<file path="src/rtl/div_sequencer.sv">
// Multi-cycle radix-2 restoring divider for RV32 DIV/DIVU/REM/REMU.
// Special cases (divide by zero, signed overflow) finish in one cycle without iterating.
module div_sequencer #(
  parameter int unsigned XLEN = 32
) (
  input  logic            clock,
  input  logic            reset,
  input  logic            start,
  input  logic [1:0]      funct,
  input  logic [XLEN-1:0] operand_a,
  input  logic [XLEN-1:0] operand_b,
  input  logic            flush,
  output logic            busy,
  output logic            done,
  output logic [XLEN-1:0] result
);

  localparam int unsigned     CW      = $clog2(XLEN) + 1;
  localparam logic [XLEN-1:0] MIN_NEG = {1'b1, {(XLEN-1){1'b0}}};

  typedef enum logic [1:0] {IDLE, DIVIDE, FINISH} state_t;
  state_t state, state_next;

  logic [XLEN-1:0] quo, rem, divisor;
  logic [CW-1:0]   cnt;
  logic            op_rem, neg_q, neg_r;

  logic            is_signed, div_zero, overflow;
  logic [XLEN-1:0] a_mag, b_mag, special_val, q_fix, r_fix, result_next;
  logic [XLEN:0]   trial;
  logic            load, step, done_next;

  always_comb begin
    is_signed   = ~funct[0];
    div_zero    = (operand_b == '0);
    overflow    = is_signed && (operand_a == MIN_NEG) && (operand_b == '1);
    a_mag       = (is_signed && operand_a[XLEN-1]) ? -operand_a : operand_a;
    b_mag       = (is_signed && operand_b[XLEN-1]) ? -operand_b : operand_b;
    special_val = div_zero ? (funct[1] ? operand_a : '1)
                           : (funct[1] ? '0 : MIN_NEG);
    // Shifted remainder needs one extra bit: it can reach 2*divisor-1.
    trial       = {rem, quo[XLEN-1]} - {1'b0, divisor};
    q_fix       = neg_q ? -quo : quo;
    r_fix       = neg_r ? -rem : rem;
  end

  always_comb begin
    state_next  = state;
    done_next   = 1'b0;
    result_next = result;
    load        = 1'b0;
    step        = 1'b0;
    if (flush) begin
      state_next = IDLE;
    end else begin
      unique case (state)
        IDLE: begin
          if (start) begin
            if (div_zero || overflow) begin
              result_next = special_val;
              done_next   = 1'b1;
            end else begin
              load       = 1'b1;
              state_next = DIVIDE;
            end
          end
        end
        DIVIDE: begin
          step = 1'b1;
          if (cnt == CW'(XLEN - 1)) state_next = FINISH;
        end
        FINISH: begin
          result_next = op_rem ? r_fix : q_fix;
          done_next   = 1'b1;
          state_next  = IDLE;
        end
        default: state_next = IDLE;
      endcase
    end
  end

  always_ff @(posedge clock or posedge reset) begin
    if (reset) state <= IDLE;
    else       state <= state_next;
  end

  always_ff @(posedge clock or posedge reset) begin
    if (reset) begin
      done    <= 1'b0;
      result  <= '0;
      quo     <= '0;
      rem     <= '0;
      divisor <= '0;
      cnt     <= '0;
      op_rem  <= 1'b0;
      neg_q   <= 1'b0;
      neg_r   <= 1'b0;
    end else begin
      done   <= done_next;
      result <= result_next;
      if (load) begin
        quo     <= a_mag;
        divisor <= b_mag;
        rem     <= '0;
        cnt     <= '0;
        op_rem  <= funct[1];
        neg_q   <= is_signed & (operand_a[XLEN-1] ^ operand_b[XLEN-1]);
        neg_r   <= is_signed & operand_a[XLEN-1];
      end else if (step) begin
        cnt <= cnt + CW'(1);
        if (!trial[XLEN]) begin
          rem <= trial[XLEN-1:0];
          quo <= {quo[XLEN-2:0], 1'b1};
        end else begin
          rem <= {rem[XLEN-2:0], quo[XLEN-1]};
          quo <= {quo[XLEN-2:0], 1'b0};
        end
      end
    end
  end

  assign busy = (state != IDLE);

endmodule

</file>
<file path="config.mk">
export PLATFORM = sky130hd
export DESIGN_NAME = div_sequencer
export DESIGN_NICKNAME = d
export VERILOG_FILES = /design/src/rtl/div_sequencer.sv
export SDC_FILE = /design/constraint.sdc
export NUM_CORES = 1
export LEC_CHECK = 0
export BUFFER_PORTS_ARGS = -buffer_cell sky130_fd_sc_hd__buf_2
export CAP_MARGIN = 30
export CORE_UTILIZATION = 50
export CTS_BUF_LIST = sky130_fd_sc_hd__clkbuf_4 sky130_fd_sc_hd__clkbuf_8
export DETAILED_ROUTE_END_ITERATION = 12
export PLACE_DENSITY = 0.74
export SLEW_MARGIN = 0
export SYNTH_ARGS = -nofsm -noshare
export SYNTH_HDL_FRONTEND = slang
export SYNTH_SLANG_ARGS = --single-unit
</file>
<file path="constraint.sdc">
create_clock -name clock -period 8.86 [get_ports clock]
set_input_delay 0.886 -clock clock [delete_from_list [all_inputs] [get_ports clock]]
set_output_delay 0.886 -clock clock [all_outputs]
set_load 0.01 [all_outputs]
</file>
==> Word-level counts from Yosys, hierarchy flattened <==
Cells that the tools add are included.
{ "classes": {"n_div": 0, "order_cmp": 0, "n_mux": 34, "add_sub_neg": 6, "eq_ne": 10, "mul": 0, "n_bitwise": 5, "shifts": 0, "n_reduce_logical": 12} }
{ "ops": {"columns": ["operator", "count"], "rows": [
  ["$mux W32", 15],
  ["$neg A32 Y32", 4],
  ["$eq A32 B32 Y1 const B", 2],
  ["$pmux W32 S2", 1],
  ["$sub A33 B32 Y33", 1],
  ["$logic_not A32 Y1", 1],
  ["$mux W6", 2],
  ["$mux W1", 10],
  ["$ne A3 B3 Y1 const B", 3],
  ["$mux W2", 4],
  ["$add A6 B1 Y6 const B", 1],
  ["$eq A6 B5 Y1 const B", 1],
  ["$reduce_bool A2 Y1", 3],
  ["$logic_and A1 B1 Y1", 4],
  ["$ne A2 B2 Y1 const B", 2],
  ["$pmux W2 S2", 1],
  ["$reduce_and A4 Y1", 1],
  ["$reduce_and A3 Y1", 1],
  ["$and A1 B1 Y1", 2],
  ["$eq A2 B1 Y1 const B", 1],
  ["$eq A2 B2 Y1 const B", 1],
  ["$logic_not A2 Y1", 1],
  ["$not A1 Y1", 2],
  ["$pmux W1 S2", 1],
  ["other kinds (2)", 2]
]} }
{ "word_totals": {"input_bits": 70, "reg_bits": 140, "memories": 0, "latchBits": 0, "output_inout_bits": 34, "ram_bits": 0, "wordCells": 77, "romBits": 0} }

==> Logic depth before layout (Yosys ltp) <==
Gate-level depths: netlist of run 1.
{ "depth": {"ltp_word": 9, "mapped_depth": 14, "mapped_depth_nobuf": 12} }

==> Worst setup path after synthesis of run 1 <==
OpenSTA, ideal clock, no wires.
{ "synth_path": {"kind": "input to register", "from": "in operand_b[13]", "to": "reg result[31]", "cell_stages": 10, "arrival_time_ns": 3.471, "t_required_ns": 8.756, "setup_time_ns": 0.104, "path_buffers": 3, "slack_ns": 5.286, "cell_sequence": "or4_4 -> or3b_1 -> or4_1 -> buf_2 -> o32ai_2 -> a21oi_1 -> or3_1 -> buf_2 -> buf_6 -> o41ai_2"} }
{ "synth_between": {"elab_chain_cells": 5, "elab_cells_between_ends": 10, "classes_between": "eq/ne (2); mux (4); reduce/logical (4)"} }
{ "synth_rtl": {"columns": ["element", "line", "source"], "rows": [
  ["start, declared", "11", "input logic [XLEN-1:0] operand_b,"],
  ["$logic_not A32 Y1 / $eq A32 B32 Y1 (equally long branches)", "35, 36", null],
  ["$mux W32 / $logic_and A1 B1 Y1 (equally long branches)", "39, 36", null],
  ["$mux W32 / $logic_or A1 B1 Y1 (equally long branches)", "59", "if (div_zero || overflow) begin"],
  ["$mux W32 / $ne A2 B2 Y1 (equally long branches)", null, null],
  ["$pmux W32 S2 / $reduce_and A4 Y1 (equally long branches)", null, null],
  ["end signal, assigned", "100", "result <= result_next;"],
  ["end, declared", "15", "output logic [XLEN-1:0] result"]
]} }
Parallel ways exist; a longest one is shown, timed or not. The select of a mux whose other input is x is not followed.
A chain may end at the register's enable or synchronous reset.

==> Worst setup path after layout of run 1 <==
{ "layout_path": {"from": "in operand_b[0]", "to": "reg quo[0]"} }
{ "layout_between": {"elab_chain_cells": 8, "elab_cells_between_ends": 10, "classes_between": "eq/ne (1); mux (5); reduce/logical (4)"} }
{ "layout_rtl": {"columns": ["element", "line", "source"], "rows": [
  ["$eq A32 B32 Y1", "36", "overflow = is_signed && (operand_a == MIN_NEG) && (operand_b == '1);"],
  ["$logic_and A1 B1 Y1", "36", null],
  ["$logic_or A1 B1 Y1 (*)", "59", null],
  ["$mux W1 (*)", "59", null],
  ["$mux W1 (*)", "58", "if (start) begin"],
  ["$mux W1 (*)", "56", "unique case (state)"],
  ["$mux W1 (*)", "53", "if (flush) begin"],
  ["$mux W32 / $reduce_bool A2 Y1 (equally long branches)", null, null],
  ["end signal, assigned", "102", "quo <= a_mag;"],
  ["end signal, assigned", "113", "quo <= {quo[XLEN-2:0], 1'b1};"],
  ["end signal, assigned", "116", "quo <= {quo[XLEN-2:0], 1'b0};"],
  ["end, declared", "24", "logic [XLEN-1:0] quo, rem, divisor;"]
]} }
Mark *: on every way between the ends. The rest lies on a longest branch, timed or not.

==> results of run 1 <==
[how the worst min path moves through the flow]
| stage | to | slack (ps) | cells after the start |
|---|---|---|---|
| after detailed placement | result[14] | 470 | 2 |
| after CTS | result[14] | 480 | 2 |
| after floorplan | divisor[21] | 450 | 2 |
| after global placement | result[14] | 460 | 2 |
| after global routing | result[14] | 510 | 2 |
| final | result[14] | 480 | 2 |
[critical path: cells and delay by family]
family,cells,cell delay [ps]
fa+ha+maj,1,220
simple gates,7,2520
buf+inv,4,820
compound gates,2,410
[metal layers]
metal / global-route usage (%) / vias up / routed length (um)
li1: - / 4902 / -
met1: 38.5 / 4711 / 13600
met2: 42.6 / 379 / 13000
met3: 3.64 / 44 / 2050
met4: 9.39 / 0 / 646
met5: 0 / - / 0
[registers in the layout, indices dropped and copies added, names as in the netlist, 2 cells and up]
register / flops
cnt: 6
divisor: 32
quo: 32
rem: 32
result: 32
state: 2
[power by group through the flow]
stage / sequential (uW) / combinational [uW] / clock, uW
global placement: 803 / 504 / 0
detailed placement: 804 / 513 / 0
CTS: 793 / 515 / 619
global route: 807 / 579 / 643
floorplan: 767 / 409 / 0
finish: 797 / 517 / 614
[kinds of logic (layout without fill, tap and decap cells)]
kind of cell	Yosys count	in the layout	synth area share, %
simple gates	430	430	19.1
flops	140	140	32.5
compound gates	412	412	24.4
mux	28	28	2.62
fa+ha+maj	39	39	4.59
xor+xnor	147	147	11.9
buf+inv	129	203	4.83
[cell type report]
cell class,count,area [sq um],area share (%)
multi-input cells,1056,6790,57.0
clock buffers,20,269,2.26
clock inverters,12,193,1.62
well taps,275,344,2.89
inverters,56,215,1.81
flip-flops and latches,140,3500,29.4
repair buffers,115,606,5.08
[cell usage after synthesis (21+ instances only)]
master,count,share of area [%]
a21oi_1,90,4.2
a221o_1,30,2.8
buf_2,21,0.97
clkbuf_1,48,1.7
dfrtp_1,140,32
ha_1,38,4.4
inv_1,55,1.9
mux2i_1,26,2.4
nand2_1,107,3.7
nand3_1,36,1.7
nor2_1,137,4.8
o211ai_1,24,1.7
o21ai_0,135,6.3
o31ai_1,27,1.9
or3_1,21,1.2
xnor2_1,79,6.4
xor2_1,68,5.5
[stage by stage]
stage / hold WS (ps) / total power [uW]
after floorplan: 450 / 1180
after global placement: 457 / 1310
after detailed placement: 467 / 1320
after CTS: 485 / 1930
after global routing: 513 / 2030
final: 479 / 1930
==> reports/qor.yml, run 1 <==
min-delay-start: "result[14]"
placed_cells: 1642
final_common_cell: "dfrtp_1"
cts_tree: "done"
cts.clk_slew.worst_paths_ps: 80
finalHoldViolCount: 0
async_flop_share_pct: 100
p_leak_uw: 0.00547
clock_latency_ps: 470
ir_drop_mv: 0.0883
finalClockSkew_ps: 12.9
required_ps: 9250
wl_per_cell_um: 17.5
fmax_ghz: 0.223
area_growth_pct: 10.4
cts.sinks: 140
die-area_sq_um: 22200
hp-class: "reg -> reg"
die-height_um: 149
drive_above_1_share_pct: 12.2
grt_use_total_pct: 27.2
routed_via_density: 6.00
placed_area_sq_um: 11500
pwr-share-comb_pct: 26.8
power_frac_clock_pct: 31.8
drt_wl_total_mm: 29.3
synth_edf_count: 0
post-route-min-period_ps: 4490
synthCells: 1325
synth_area_sq_um: 10800
fill_cells: 1949
critPathMaxStageDelay_ps: 750
crit_path_max_fanout: 20
cts_buffers: 17
finalSetupViolations: 0
drt_iter0_markers: 860
switching_power_uw: 650
endpoint: "quo[0]"
arrival_ps: 4880
dpl.hpwl_mm: 21.6
netSwitchingFraction_pct: 33.7
cts_root_buf: "clkbuf_8"
num_vias: 10036
slew_headroom_pct: 32.7
synthDistinctLibCells: 66
setup_tns_ps: 0
rr_worst_depth: 13
place_congestion: 0.954
utilization_pct: 56.5
nNetsFinal: 1495
postRouteAntennaNets: 0
layout_common_cells: "140 x dfrtp_1, 137 x nor2_1, 135 x o21ai_0"
antenna_found_initial: 1
syn_area_per_cell_sq_um: 8.14
cts_buffer_depth: 2
finalCritPeriodShare_pct: 50.7
cts_hold_buf: 0
yosysSeqAreaShare_pct: 32.5
die_x_um: 149
power_density_nw_per_um2: 162
finalMaxSlewViolations: 0
port_buffers: 103
startpoint: "operand_b[0]"
insertedDiodeCount: 0
tightest_slew_ps: 1010
grt_pass1_vias: 9258
drc: 0
critPathKind: "in -> reg"
cap_violations: 0
cts-resized-gates: 0
synth-seq-cells: 140
crit_slowest_cell: "nor2_2"
yosys_most_used_dff: "dfrtp_1"
p_int_uw: 1280
synth_nets: 1434
htreeDepth: 4
ys_warn_count: 0
core_area_sq_um: 21100
grt_overflow: 0
start_util_pct: 51.2
pin_count: 104
rsz0062_at_grt: "no"
r2r_slack_ps: 4700
dp_slack_ps: 3930
rows: 53
crit_top_cell: "buf_4"
finalWorstSetupSlack_ps: 4370
r2r-end: "rem[29]"
cts_setup_buffers: 0
grt_max_degree: 72
p_seq_share_pct: 41.3
timing.rr.start: "quo[31]"
final-instance-count-excl-fill: 1674
status: "finished, final reports clean"
first_pass_iters: 6
critPathCaptureType: "register"
fin_area_sq_um: 11900
grt_first_pass_wirelength_mm: 47.8
start_kind: "input pin"
crit_chain: "buf_2 > inv_1 > ha_1 > nor4b_1 > nand4b_1 > or4_1 > o32ai_2 > or2_2 > nor4_2 > buf_4 > nor2_2 > buf_4 > a22oi_1 > nand2_1"
No activity file was read; power rests on OpenSTA's default activity.
==> run 2: changes to the inputs <==
Settings changed: ABC_AREA set to 1, PLACE_DENSITY 0.74 to 0.73.
Clock period 8.86 ns to 4.4 ns, I/O delays scaled along.
==> reports/qor.yml, run 2 <==
status: "finished, final reports clean"
antenna_found_initial: 0  # -1
fill_cells: 2746  # +41%
rr_worst_depth: 14  # +1
pin_count: 104  # unchanged
finalClockSkew_ps: 18.3  # +5.42 ps
p_int_uw: 3870  # +200%
synthSimpleGateAreaFrac_pct: 46.1  # +27 points
yosysMostFrequentCell: "nand2_1"
rsz0062_at_grt: "no"
drt_iter0_markers: 1744  # +100%
rows: 59  # +11%
crit_chain: "ha_1 > nand2_1 > inv_1 > nand2_1 > nand2_1 > nand2_1 > nand2_1 > a21oi_1 > nand2_1 > nand2_2 > nand2_4 > nand2_1 > nand3_1 > nand2_1"
seq_area_sq_um: 3500  # unchanged
arrival_ps: 3400  # -1480 ps
finalWorstSetupSlack_ps: 1400  # -2970 ps
power_frac_clock_pct: 14.2  # -18 points
final_common_cell: "nand2_1"
power_density_nw_per_um2: 582  # +260%
timing.rr.start: "rem[18]"
cts_setup_buffers: 0  # unchanged
syn_area_per_cell_sq_um: 5.87  # -28%
routed_via_density: 5.59  # -6.8%
fmax_ghz: 0.333
die-area_sq_um: 27300  # +23%
drive_above_1_share_pct: 7.51  # -4.6 points
cts_tree: "done"
area_growth_pct: 8.31
grt_first_pass_wirelength_mm: 72.4  # +51%
postRouteAntennaNets: 0  # unchanged
r2r_slack_ps: 1400  # -3300 ps
finalCritPeriodShare_pct: 68.3
crit_path_max_fanout: 27  # +35%
pwr-share-comb_pct: 60.0  # +33 points
placed_area_sq_um: 14000  # +22%
hp-class: "in -> async"
yosysSeqAreaShare_pct: 26.3  # -6.1 points
core_area_sq_um: 26100  # +24%
endpoint: "rem[31]"
num_vias: 14961  # +49%
multiInputGateArea_sq_um: 8290  # +22%
fin_area_sq_um: 14400  # +21%
die-height_um: 165  # +11%
drt_wl_total_mm: 47.2  # +61%
cts-resized-gates: 0  # unchanged
cts_root_buf: "clkbuf_8"
required_ps: 4800  # -4450 ps
crit_slowest_cell: "dfrtp_1"
place_congestion: 0.971  # +1.8%
synth_xor_area_share_pct: 5.00  # -6.9 points
cts.sinks: 140  # unchanged
switching_power_uw: 4520  # +600%
critPathCaptureType: "register"
finalHoldViolCount: 0  # unchanged
critPathMaxStageDelay_ps: 480  # -270 ps
grt_use_total_pct: 34.9  # +7.7 points
synth_top_area_cell: "dfrtp_1"
grt_overflow: 0  # unchanged
async_flop_share_pct: 100  # unchanged
insertedDiodeCount: 0  # unchanged
start_util_pct: 51.1  # -0.092 points
grt_pass1_vias: 13243  # +43%
synth-seq-cells: 140  # unchanged
synth_top_area_share_pct: 26.3  # -6.1 points
p_total_uw: 8390  # +340%
cap_violations: 0  # unchanged
crit_top_cell: "nand2_1"
synth_top_family_by_area: "simple AND/OR/NAND/NOR gates"
slew_headroom_pct: 37.2  # +4.5 points
critPathKind: "reg -> reg"
cts_buffers: 17  # unchanged
synth_compound_area_share_pct: 7.37  # -17 points
start_kind: "register"
port_buffers: 103  # unchanged
cts_hold_buf: 0  # unchanged
layout_common_cells: "794 x nand2_1, 346 x nand3_1, 295 x inv_1"
setup_tns_ps: 0  # unchanged
nNetsFinal: 2438  # +63%
yosys-top-cells-count: "794 x nand2_1, 346 x nand3_1, 296 x inv_1"
r2r-end: "rem[31]"
synth-adder-area-share_pct: 3.72  # -0.87 points
tightest_slew_ps: 941  # -66.1 ps
dpl.hpwl_mm: 37.2  # +72%
ir_drop_mv: 0.339  # +280%
wl_per_cell_um: 17.6  # +0.65%
muxShareOfSynthArea_pct: 0  # -2.6 points
drc: 0  # unchanged
die_x_um: 165  # +11%
cts_buffer_depth: 2  # unchanged
startpoint: "rem[18]"
cts.clk_slew.worst_paths_ps: 90  # about the same
clock_latency_ps: 470  # about the same
post-route-min-period_ps: 3000
synthCells: 2267  # +71%
dp_slack_ps: 1320  # -2610 ps
synthDistinctLibCells: 42  # -36%
netSwitchingFraction_pct: 53.9  # +20 points
synth_area_leaders: "dfrtp_1 26%, nand2_1 22%, nand3_1 13%"
finalMaxSlewViolations: 0  # unchanged
first_pass_iters: 8  # +2
yosys_most_used_dff: "dfrtp_1"
synth_edf_count: 0  # unchanged
synth_nets: 2376  # +66%
ys_warn_count: 0  # unchanged
p_seq_share_pct: 25.8  # -15 points
finalSetupViolations: 0  # unchanged
htreeDepth: 4  # unchanged
synth_area_sq_um: 13300  # +23%
p_leak_uw: 0.00799  # +46%
grt_max_degree: 82  # +14%
run 2: worst min path at each step:
stage / start / endpoint / slack (ps) / cells after the start
after floorplan: divisor[26] / divisor[26] / 450 / 2
after global placement: result[10] / result[10] / 460 / 2
after detailed placement: result[9] / result[9] / 460 / 2
after CTS: reset / quo[31] / 130 / 2
after global routing: reset / quo[24] / 160 / 2
final: reset / quo[24] / 100 / 2
run 2: power groups by stage:
| stage | Combinational [uW] | Clock, uW | Sequential, uW |
|---|---|---|---|
| 3_5_place_dp | 4920 | 0 | 2160 |
| 6_report | 5040 | 1190 | 2170 |
| 4_1_cts | 4940 | 1190 | 2140 |
| 5_1_grt | 5640 | 1250 | 2190 |
| 3_3_place_gp | 4870 | 0 | 2150 |
| 2_1_floorplan | 3710 | 0 | 1970 |
run 2: stage by stage:
stage,util [%],cells,hold WS [ps]
6_report,55.3,2677,98.2
5_1_grt,55.3,2677,160
4_1_cts,55.3,2677,127
3_5_place_dp,53.7,2645,460
3_3_place_gp,53.7,2645,458
2_1_floorplan,-,2267,449
run 2: area by class of cell:
type / instances / share of cell area (%)
Sequential cell: 140 / 24.3
Clock buffer: 17 / 1.62
Clock inverter: 15 / 1.40
Multi-Input combinational cell: 1752 / 57.5
Timing Repair Buffer: 117 / 4.39
Inverter: 301 / 7.87
Tap cell: 335 / 2.91
run 2: logic make-up (layout without fill, tap and decap cells):
kind of cell               Yosys count  after routing
xor gates and xnor gates            76             76
DFF                                140            140
buffers and inverters              375            450
and+or+nand+nor                   1450           1450
AOI/OAI and AO/OA                  187            187
adders and majority gates           39             39
run 2: routing by layer:
layer,part of all wire (%),GRT usage (%)
met5,0,0
met4,1.8,8.26
met3,11,9.97
met2,42,50.4
met1,46,50.9
run 2: critical path: cells and delay by family (launching register included):
kind / cells / cell delay, ps
simple gates: 11 / 1630
flops: 1 / 480
fa+ha+maj: 1 / 440
compound gates: 1 / 320
buf+inv: 1 / 50
